$ cat src/rtl/hi_trace_ctrl_pkg.sv
// Shared constants for the HF trace capture sequencer: major modes, buffer geometry, FSM states.
package hi_trace_ctrl_pkg;

    localparam logic [2:0] FPGA_MAJOR_MODE_HF_READER    = 3'd0;
    localparam logic [2:0] FPGA_MAJOR_MODE_HF_GET_TRACE = 3'd5;
    localparam logic [2:0] FPGA_MAJOR_MODE_OFF          = 3'd7;

    localparam int unsigned TRACE_DEPTH      = 3072;
    localparam int unsigned TRACE_SAMPLE_DIV = 8;
    localparam int unsigned TRACE_IDX_W      = 12;

    typedef enum logic [2:0] {
        ST_IDLE = 3'd0,
        ST_PRE  = 3'd1,
        ST_WAIT = 3'd2,
        ST_POST = 3'd3,
        ST_DONE = 3'd4
    } trace_state_e;

endpackage

$ cat src/rtl/hi_trace_tickgen.sv
// Free-running sample-slot divider; sample_tick_o marks the cycle in which the divider is 0.
module hi_trace_tickgen
    import hi_trace_ctrl_pkg::*;
#(
    parameter int unsigned SAMPLE_DIV = TRACE_SAMPLE_DIV
) (
    input  logic ck_1356megb,
    input  logic rst_n,
    output logic sample_tick_o
);

    localparam int unsigned DIV_W = (SAMPLE_DIV > 1) ? $clog2(SAMPLE_DIV) : 1;
    localparam logic [DIV_W-1:0] DIV_LAST = DIV_W'(SAMPLE_DIV - 1);

    logic [DIV_W-1:0] div_q, div_d;
    logic             tick_q, tick_d;

    // Next divider value; the tick is registered so it is high exactly while the divider reads 0.
    always_comb begin
        div_d  = (div_q == DIV_LAST) ? '0 : div_q + DIV_W'(1);
        tick_d = (div_d == '0);
    end

    // Divider and tick registers on the HF clock falling edge.
    always_ff @(negedge ck_1356megb or negedge rst_n) begin
        if (!rst_n) begin
            div_q  <= '0;
            tick_q <= 1'b0;
        end else begin
            div_q  <= div_d;
            tick_q <= tick_d;
        end
    end

    assign sample_tick_o = tick_q;

endmodule

$ cat src/rtl/hi_trace_ctrl.sv
// Capture sequencer for the HF ADC trace buffer: pre-trigger fill, threshold trigger,
// post-trigger window, then freeze the buffer and hold the trigger index for readout.
module hi_trace_ctrl
    import hi_trace_ctrl_pkg::*;
#(
    parameter int unsigned DEPTH      = TRACE_DEPTH,
    parameter int unsigned SAMPLE_DIV = TRACE_SAMPLE_DIV,
    parameter int unsigned IDX_W      = TRACE_IDX_W
) (
    input  logic             ck_1356megb,
    input  logic             rst_n,
    input  logic [2:0]       major_mode,
    input  logic             arm,
    input  logic [7:0]       threshold,
    input  logic [IDX_W-1:0] pre_len,
    input  logic [IDX_W-1:0] post_len,
    input  logic [7:0]       adc_d,
    output logic             trace_enable,
    output logic             sample_tick,
    output logic             triggered,
    output logic             done,
    output logic [IDX_W-1:0] trig_index,
    output logic [2:0]       state
);

    localparam logic [IDX_W-1:0] LAST_IDX = IDX_W'(DEPTH - 1);

    trace_state_e     state_q, state_d;
    logic             arm_q;
    logic             te_q, te_d;
    logic             triggered_q, triggered_d;
    logic             done_q, done_d;
    logic [IDX_W-1:0] trig_idx_q, trig_idx_d;
    logic [IDX_W-1:0] wr_idx_q, wr_idx_d;
    logic [IDX_W-1:0] pre_cnt_q, pre_cnt_d;
    logic [IDX_W-1:0] post_cnt_q, post_cnt_d;

    logic             tick;
    logic             arm_rise;
    logic             mode_off;
    logic             mode_get;
    logic             stored_tick;
    logic [IDX_W-1:0] pre_eff;
    logic [IDX_W-1:0] post_room;
    logic [IDX_W-1:0] post_eff;

    hi_trace_tickgen #(
        .SAMPLE_DIV (SAMPLE_DIV)
    ) u_tickgen (
        .ck_1356megb   (ck_1356megb),
        .rst_n         (rst_n),
        .sample_tick_o (tick)
    );

    // Window lengths clamped so pre + trigger + post never exceeds the buffer.
    assign pre_eff   = (pre_len > LAST_IDX) ? LAST_IDX : pre_len;
    assign post_room = LAST_IDX - pre_eff;
    assign post_eff  = (post_len > post_room) ? post_room : post_len;

    assign arm_rise    = arm & ~arm_q;
    assign mode_off    = (major_mode == FPGA_MAJOR_MODE_OFF);
    assign mode_get    = (major_mode == FPGA_MAJOR_MODE_HF_GET_TRACE);
    assign stored_tick = tick & te_q;

    // Next-state and datapath update; GET_TRACE freezes everything, OFF aborts to IDLE.
    always_comb begin
        state_d     = state_q;
        te_d        = 1'b0;
        triggered_d = triggered_q;
        done_d      = done_q;
        trig_idx_d  = trig_idx_q;
        wr_idx_d    = wr_idx_q;
        pre_cnt_d   = pre_cnt_q;
        post_cnt_d  = post_cnt_q;

        if (mode_get) begin
            te_d = 1'b0;
        end else if (mode_off) begin
            state_d     = ST_IDLE;
            triggered_d = 1'b0;
            done_d      = 1'b0;
        end else begin
            if (stored_tick) begin
                wr_idx_d = (wr_idx_q == LAST_IDX) ? '0 : wr_idx_q + IDX_W'(1);
            end

            case (state_q)
                ST_IDLE: begin
                    triggered_d = 1'b0;
                    done_d      = 1'b0;
                    if (arm_rise) begin
                        state_d = ST_PRE;
                    end
                end
                ST_PRE: begin
                    if (!arm) begin
                        state_d = ST_IDLE;
                    end else if (pre_cnt_q == pre_eff) begin
                        state_d = ST_WAIT;
                    end else if (stored_tick) begin
                        pre_cnt_d = pre_cnt_q + IDX_W'(1);
                    end
                end
                ST_WAIT: begin
                    if (!arm) begin
                        state_d = ST_IDLE;
                    end else if (tick && (adc_d >= threshold)) begin
                        trig_idx_d  = wr_idx_q;
                        triggered_d = 1'b1;
                        post_cnt_d  = '0;
                        if (post_eff == '0) begin
                            state_d = ST_DONE;
                            done_d  = 1'b1;
                        end else begin
                            state_d = ST_POST;
                        end
                    end
                end
                ST_POST: begin
                    if (!arm) begin
                        state_d = ST_IDLE;
                    end else if (tick) begin
                        if ((post_cnt_q + IDX_W'(1)) == post_eff) begin
                            state_d = ST_DONE;
                            done_d  = 1'b1;
                        end else begin
                            post_cnt_d = post_cnt_q + IDX_W'(1);
                        end
                    end
                end
                ST_DONE: begin
                    if (arm_rise) begin
                        state_d = ST_PRE;
                    end
                end
                default: begin
                    state_d = ST_IDLE;
                end
            endcase

            // Aborts drop the capture flags; trig_idx is kept for readout.
            if (state_d == ST_IDLE) begin
                triggered_d = 1'b0;
                done_d      = 1'b0;
            end

            // A fresh capture restarts the buffer from index 0.
            if ((state_d == ST_PRE) && (state_q != ST_PRE)) begin
                wr_idx_d    = '0;
                pre_cnt_d   = '0;
                triggered_d = 1'b0;
                done_d      = 1'b0;
            end

            // Write enable follows the current state one cycle late so the final POST tick still stores.
            te_d = (state_q == ST_PRE) || (state_q == ST_WAIT) || (state_q == ST_POST);
        end
    end

    // State and datapath registers on the HF clock falling edge, matching the trace buffer.
    always_ff @(negedge ck_1356megb or negedge rst_n) begin
        if (!rst_n) begin
            state_q     <= ST_IDLE;
            arm_q       <= 1'b0;
            te_q        <= 1'b0;
            triggered_q <= 1'b0;
            done_q      <= 1'b0;
            trig_idx_q  <= '0;
            wr_idx_q    <= '0;
            pre_cnt_q   <= '0;
            post_cnt_q  <= '0;
        end else begin
            state_q     <= state_d;
            arm_q       <= arm;
            te_q        <= te_d;
            triggered_q <= triggered_d;
            done_q      <= done_d;
            trig_idx_q  <= trig_idx_d;
            wr_idx_q    <= wr_idx_d;
            pre_cnt_q   <= pre_cnt_d;
            post_cnt_q  <= post_cnt_d;
        end
    end

    assign trace_enable = te_q;
    assign sample_tick  = tick;
    assign triggered    = triggered_q;
    assign done         = done_q;
    assign trig_index   = trig_idx_q;
    assign state        = state_q;

endmodule

$ cat config.mk
export PLATFORM = sky130hd
export DESIGN_NAME = hi_trace_ctrl
export DESIGN_NICKNAME = d
export VERILOG_FILES = /design/src/rtl/hi_trace_ctrl_pkg.sv /design/src/rtl/hi_trace_tickgen.sv /design/src/rtl/hi_trace_ctrl.sv
export SDC_FILE = /design/constraint.sdc
export NUM_CORES = 1
export LEC_CHECK = 0
export BUFFER_PORTS_ARGS = -buffer_cell sky130_fd_sc_hd__buf_2
export CAP_MARGIN = 20
export CORE_MARGIN = 4
export CORE_UTILIZATION = 37
export DETAILED_ROUTE_END_ITERATION = 6
export PLACE_DENSITY = 0.67
export SLEW_MARGIN = 20
export SYNTH_ARGS = -nofsm -noshare
export SYNTH_HDL_FRONTEND = slang
export SYNTH_SLANG_ARGS = --single-unit
$ cat constraint.sdc
create_clock -name ck_1356megb -period 4.5 [get_ports ck_1356megb]
set_input_delay 0.9 -clock ck_1356megb [delete_from_list [all_inputs] [get_ports ck_1356megb]]
set_output_delay 0.9 -clock ck_1356megb [all_outputs]
set_load 0.02 [all_outputs]
# Word-level counts from Yosys, hierarchy flattened

Cells that the tools add are included.

Bits in registers: 59
Latch bits: 0
Bits in writable memories: 0
Bits in read-only memories: 0
Output and inout port bits: 19
Memories: 0

$add $sub $neg: 5
$mul: 0
Divide/modulo/power cells: 0
Magnitude comparators: 3
Equality and inequality tests: 24
Shift operators: 0
Mux-type cells: 48
Bitwise operators: 5
Reduce and logical (&&, ||, !) cells: 21

Operator list:

| kind                                                  | count |
|---|---|
| two-way mux 12 bit                                    | 15 |
| two-way mux 3 bit                                     | 13 |
| adder 12 x 1 -> 12 bit, second input constant         | 3 |
| != test 5 bit, second input constant                  | 5 |
| equality test 12 bit                                  | 2 |
| case mux 12 bit (2 select lines)                      | 1 |
| two-way mux 1 bit                                     | 16 |
| AND reduction 8 bit                                   | 2 |
| equality test 12 bit, second input constant           | 1 |
| equality test 3 bit, second input constant            | 4 |
| greater-than comparator 12 bit                        | 1 |
| greater-than comparator 12 bit, second input constant | 1 |
| logical NOT 12 bit                                    | 1 |
| case mux 3 bit (4 select lines)                       | 1 |
| subtractor 12 bit, first input constant               | 1 |
| logical NOT 3 bit                                     | 3 |
| >= comparator 8 bit                                   | 1 |
| != test 2 bit, second input constant                  | 4 |
| nonzero test 2 bit                                    | 4 |
| equality test 3 x 1 -> 1 bit, second input constant   | 2 |
| equality test 3 x 2 -> 1 bit, second input constant   | 2 |
| AND reduction 6 bit                                   | 1 |
| nonzero test 6 bit                                    | 1 |
| != test 5 x 4 -> 1 bit, second input constant         | 1 |
| 14 further kinds                                      | 20 |

# Longest topological paths before layout

Depth after elaboration: 16
Mapped depth: 18
Mapped depth without buffers: 14

# Hierarchy

From an unflattened synthesis, not the netlist that was laid out.

Cells, all modules: 504
Area total of the unflattened synthesis: 4434.3 µm²

By module, submodules not included:

| module           | times used | cells each | area each (µm²) | sequential area each (µm²) |
|---|---|---|---|---|
| hi_trace_ctrl    | 1          | 497        | 4305.4          | 1376.3 |
| hi_trace_tickgen | 1          | 7          | 128.9           | 100.1 |

==> qor.yml <==
setup_path:
  cp_slowest_stage_delay_ns: 0.34
  reg2reg_to: "post_cnt_q[2]"
  crit_chain: "buf_8, and2_4, nor2_4, inv_2, ha_4, nor2b_1, o211ai_1, a211o_1, a31oi_4, clkbuf_16, mux2i_1, xnor2_1, nor4_2, and3_4, or2_4, o211ai_2"
  end_kind: "flip-flop"
  rr_worst_depth: 10
  slowest_stage: "a211o_1"
  critPathKind: "input pin to flip-flop"
  path_max_fanout: 8
  rr_startpoint: "post_cnt_q[0]"
  rrSetupSlack_ns: 1.69
  startpoint_type: "input pin"
  cp.arrival_ns: 3.87
  required_ns: 2.41
global_route:
  grt_max_degree: 60
  grt_pass1_wl_mm: 20.3
  grt_util_all_layers: 0.190
  grt_pass1_vias: 4223
  antenna_found_initial: 1
  gr-total-overflow: 0
synthesis:
  synthArstFlopShare: 1.00
  synth_edf_count: 0
  syn_inst: 462
  ys_seq_area_frac: 0.352
  synth_area_leaders: "dfrtn_1 35%, ha_1 7.5%, xnor2_1 4.6%"
  syn_area_per_cell_um2: 9.08
  syn_nets: 533
  synth_top_area_cell: "dfrtn_1"
  yosysMostFrequentCell: "dfrtn_1"
  netlist_area_um2: 4190
  synth_ff_type: "dfrtn_1"
  synth_cell_type_count: 62
  synth_top_cell_area_share: 0.352
  synthTopCellsByCount: "59 x dfrtn_1, 46 x nor2_1, 31 x nand2_1"
  synth_seq_cells: 59
  yosysWarnings: 0
cells_and_area:
  instances_no_fill: 771
  num-nets-final: 697
  n_antenna_cell: 0
  final_core_util: 0.575
  area_growth_pct: 50.6
  drive_above_1_share: 0.445
placement:
  post-place-ws_ns: -1.89
  dpl.cell_count: 730
  place_hpwl_mm: 8.47
  gp_congestion: 0.855
  io_buffers: 64
run_status:
  violations: "setup timing"
  status: "finished with violations"
sta:
  finClkSkew_ns: 0.00492
  setup_slack_ns: -1.47
  timing.hold.ws_ns: 0.415
  worstMarginPinSlew_ns: 0.450
  hold_viol_final: 0
  slew_headroom: 0.697
  rsz0062_at_grt: "yes"
  setup_violations: 40
  drv_slew: 0
  tns_ns: -33.88
clock_tree:
  cts_tree: "built"
  clock_latency_ns: 0.34
  hold_buffers: 0
  clk_path_buf_depth: 2
  cts_buffers: 9
  path_clk_slew_ns: 0.04
  root_buffer: "clkbuf_16"
  cts_htree_levels: 3
  cts_sinks: 59
floorplan:
  num_io_pins: 65
  initial_core_util: 0.382
  dieArea_um2: 13100
  die_w_um: 114
  fp.dieH_um: 114
  rows: 38
  core_um2: 11000
run:
  cap_violations: 0
drt:
  drc_errors: 0
  vias_per_cell: 5.34
  drt_iter0_drc: 283
  wire_per_inst_um: 16.0
  via_count: 4117
  ant_nets: 0
  firstDrtPassIters: 5
  routed_wl_mm: 12.4
pwr:
  power.density_nw_per_um2: 250
  vdd_drop_max_mv: 0.180
  leakage_nw: 3.08
hold_path:
  hp-class: "flip-flop to flip-flop"
  holdPathStages: 1
  hold_start: "u_tickgen.div_q[0]"
  hold_end: "u_tickgen.div_q[0]"
sequential cells by signal, summed over array words and instances, names as in the netlist:
register                 flops
arm_q                        1
wr_idx_q                    12
pre_cnt_q                   12
trig_index                  12
done                         1
trace_enable                 1
triggered                    1
u_tickgen.sample_tick_o      1
u_tickgen.div_q              3
post_cnt_q                  12
state                        3
routing by layer:
layer	global-route usage	share of wire	vias up
met1	0.243	0.43	2006
met5	0	0.0011	-
met4	0.0554	0.017	2
met2	0.330	0.51	110
met3	0.0328	0.041	22
li1	-	-	1977
through the flow:
stage,total power [W],instance area [um^2]
after floorplan,0.000698,4390
after global routing,0.00164,6320
after detailed placement,0.000817,5330
after CTS,0.00157,6150
final,0.00158,6320
after global placement,0.000810,5330
critical path: cells and delay by family:
family / cells / cell delay [ns]
muxes: 1 / 0.21
buffers and inverters: 3 / 0.35
AOI/OAI and AO/OA: 4 / 0.78
adders and majority gates: 1 / 0.26
xor gates and xnor gates: 1 / 0.13
and+or+nand+nor: 6 / 1.25
logic make-up after synthesis:
family,share of synthesized area
fa+ha+maj,0.0746
xor+xnor,0.0835
mux,0.0695
flops,0.352
simple gates,0.215
compound gates,0.148
buf+inv,0.0576
placed cells by master (no fill, tap or decap), types with 6 or more instances in the layout:
cell	netlist	routed
buf_4	1	90
dfrtn_1	59	59
buf_2	3	58
nor2_1	46	37
nand2_1	31	26
inv_1	29	25
xnor2_1	22	20
ha_1	25	19
o21ai_0	21	17
xor2_1	18	17
a21oi_1	20	15
buf_6	2	15
nand3_1	18	14
mux2_4	1	14
and3_1	15	12
mux2i_1	13	11
clkbuf_16	0	10
nor3_1	11	9
nand4_1	9	9
nand2b_1	9	7
o2bb2ai_1	8	7
nor2_2	0	6
ha_4	0	6
power breakdown:
part / leakage [nW] / internal, W / switching (W)
registers: 0.813 / 0.000541 / 0.00000918
clock network: 0.147 / 0.000437 / 0.000268
logic: 2.12 / 0.000169 / 0.000155
layout make-up:
| class | instances | area [um^2] |
|---|---|---|
| tap | 140 | 175 |
| clock inverter | 7 | 81.3 |
| sequential | 59 | 1480 |
| inverter | 29 | 121 |
| fill | 866 | 4670 |
| multi-input combinational | 358 | 2990 |
| timing repair buffer | 169 | 1250 |
| clock buffer | 9 | 225 |
worst max path at each step:
| stage | from | to | slack (ns) | cells past startpoint |
|---|---|---|---|---|
| 2_1_floorplan | pre_len[11] | post_cnt_q[0] | -1.69 | 18 |
| 3_3_place_gp | pre_len[11] | post_cnt_q[4] | -1.78 | 16 |
| 3_5_place_dp | pre_len[11] | post_cnt_q[9] | -1.89 | 16 |
| 4_1_cts | pre_len[10] | post_cnt_q[5] | -1.36 | 17 |
| 5_1_grt | pre_len[11] | post_cnt_q[2] | -1.65 | 16 |
| 6_report | pre_len[11] | post_cnt_q[2] | -1.47 | 16 |
timing repair:
action                                  in CTS  in global routing
gates cloned                                 2                  0
buffers inserted                            19                  5
endpoints found under the setup margin      41                 42
gates resized for setup                     76                 27
pin swaps                                   35                 24
Power figures use the tool's default switching activity.
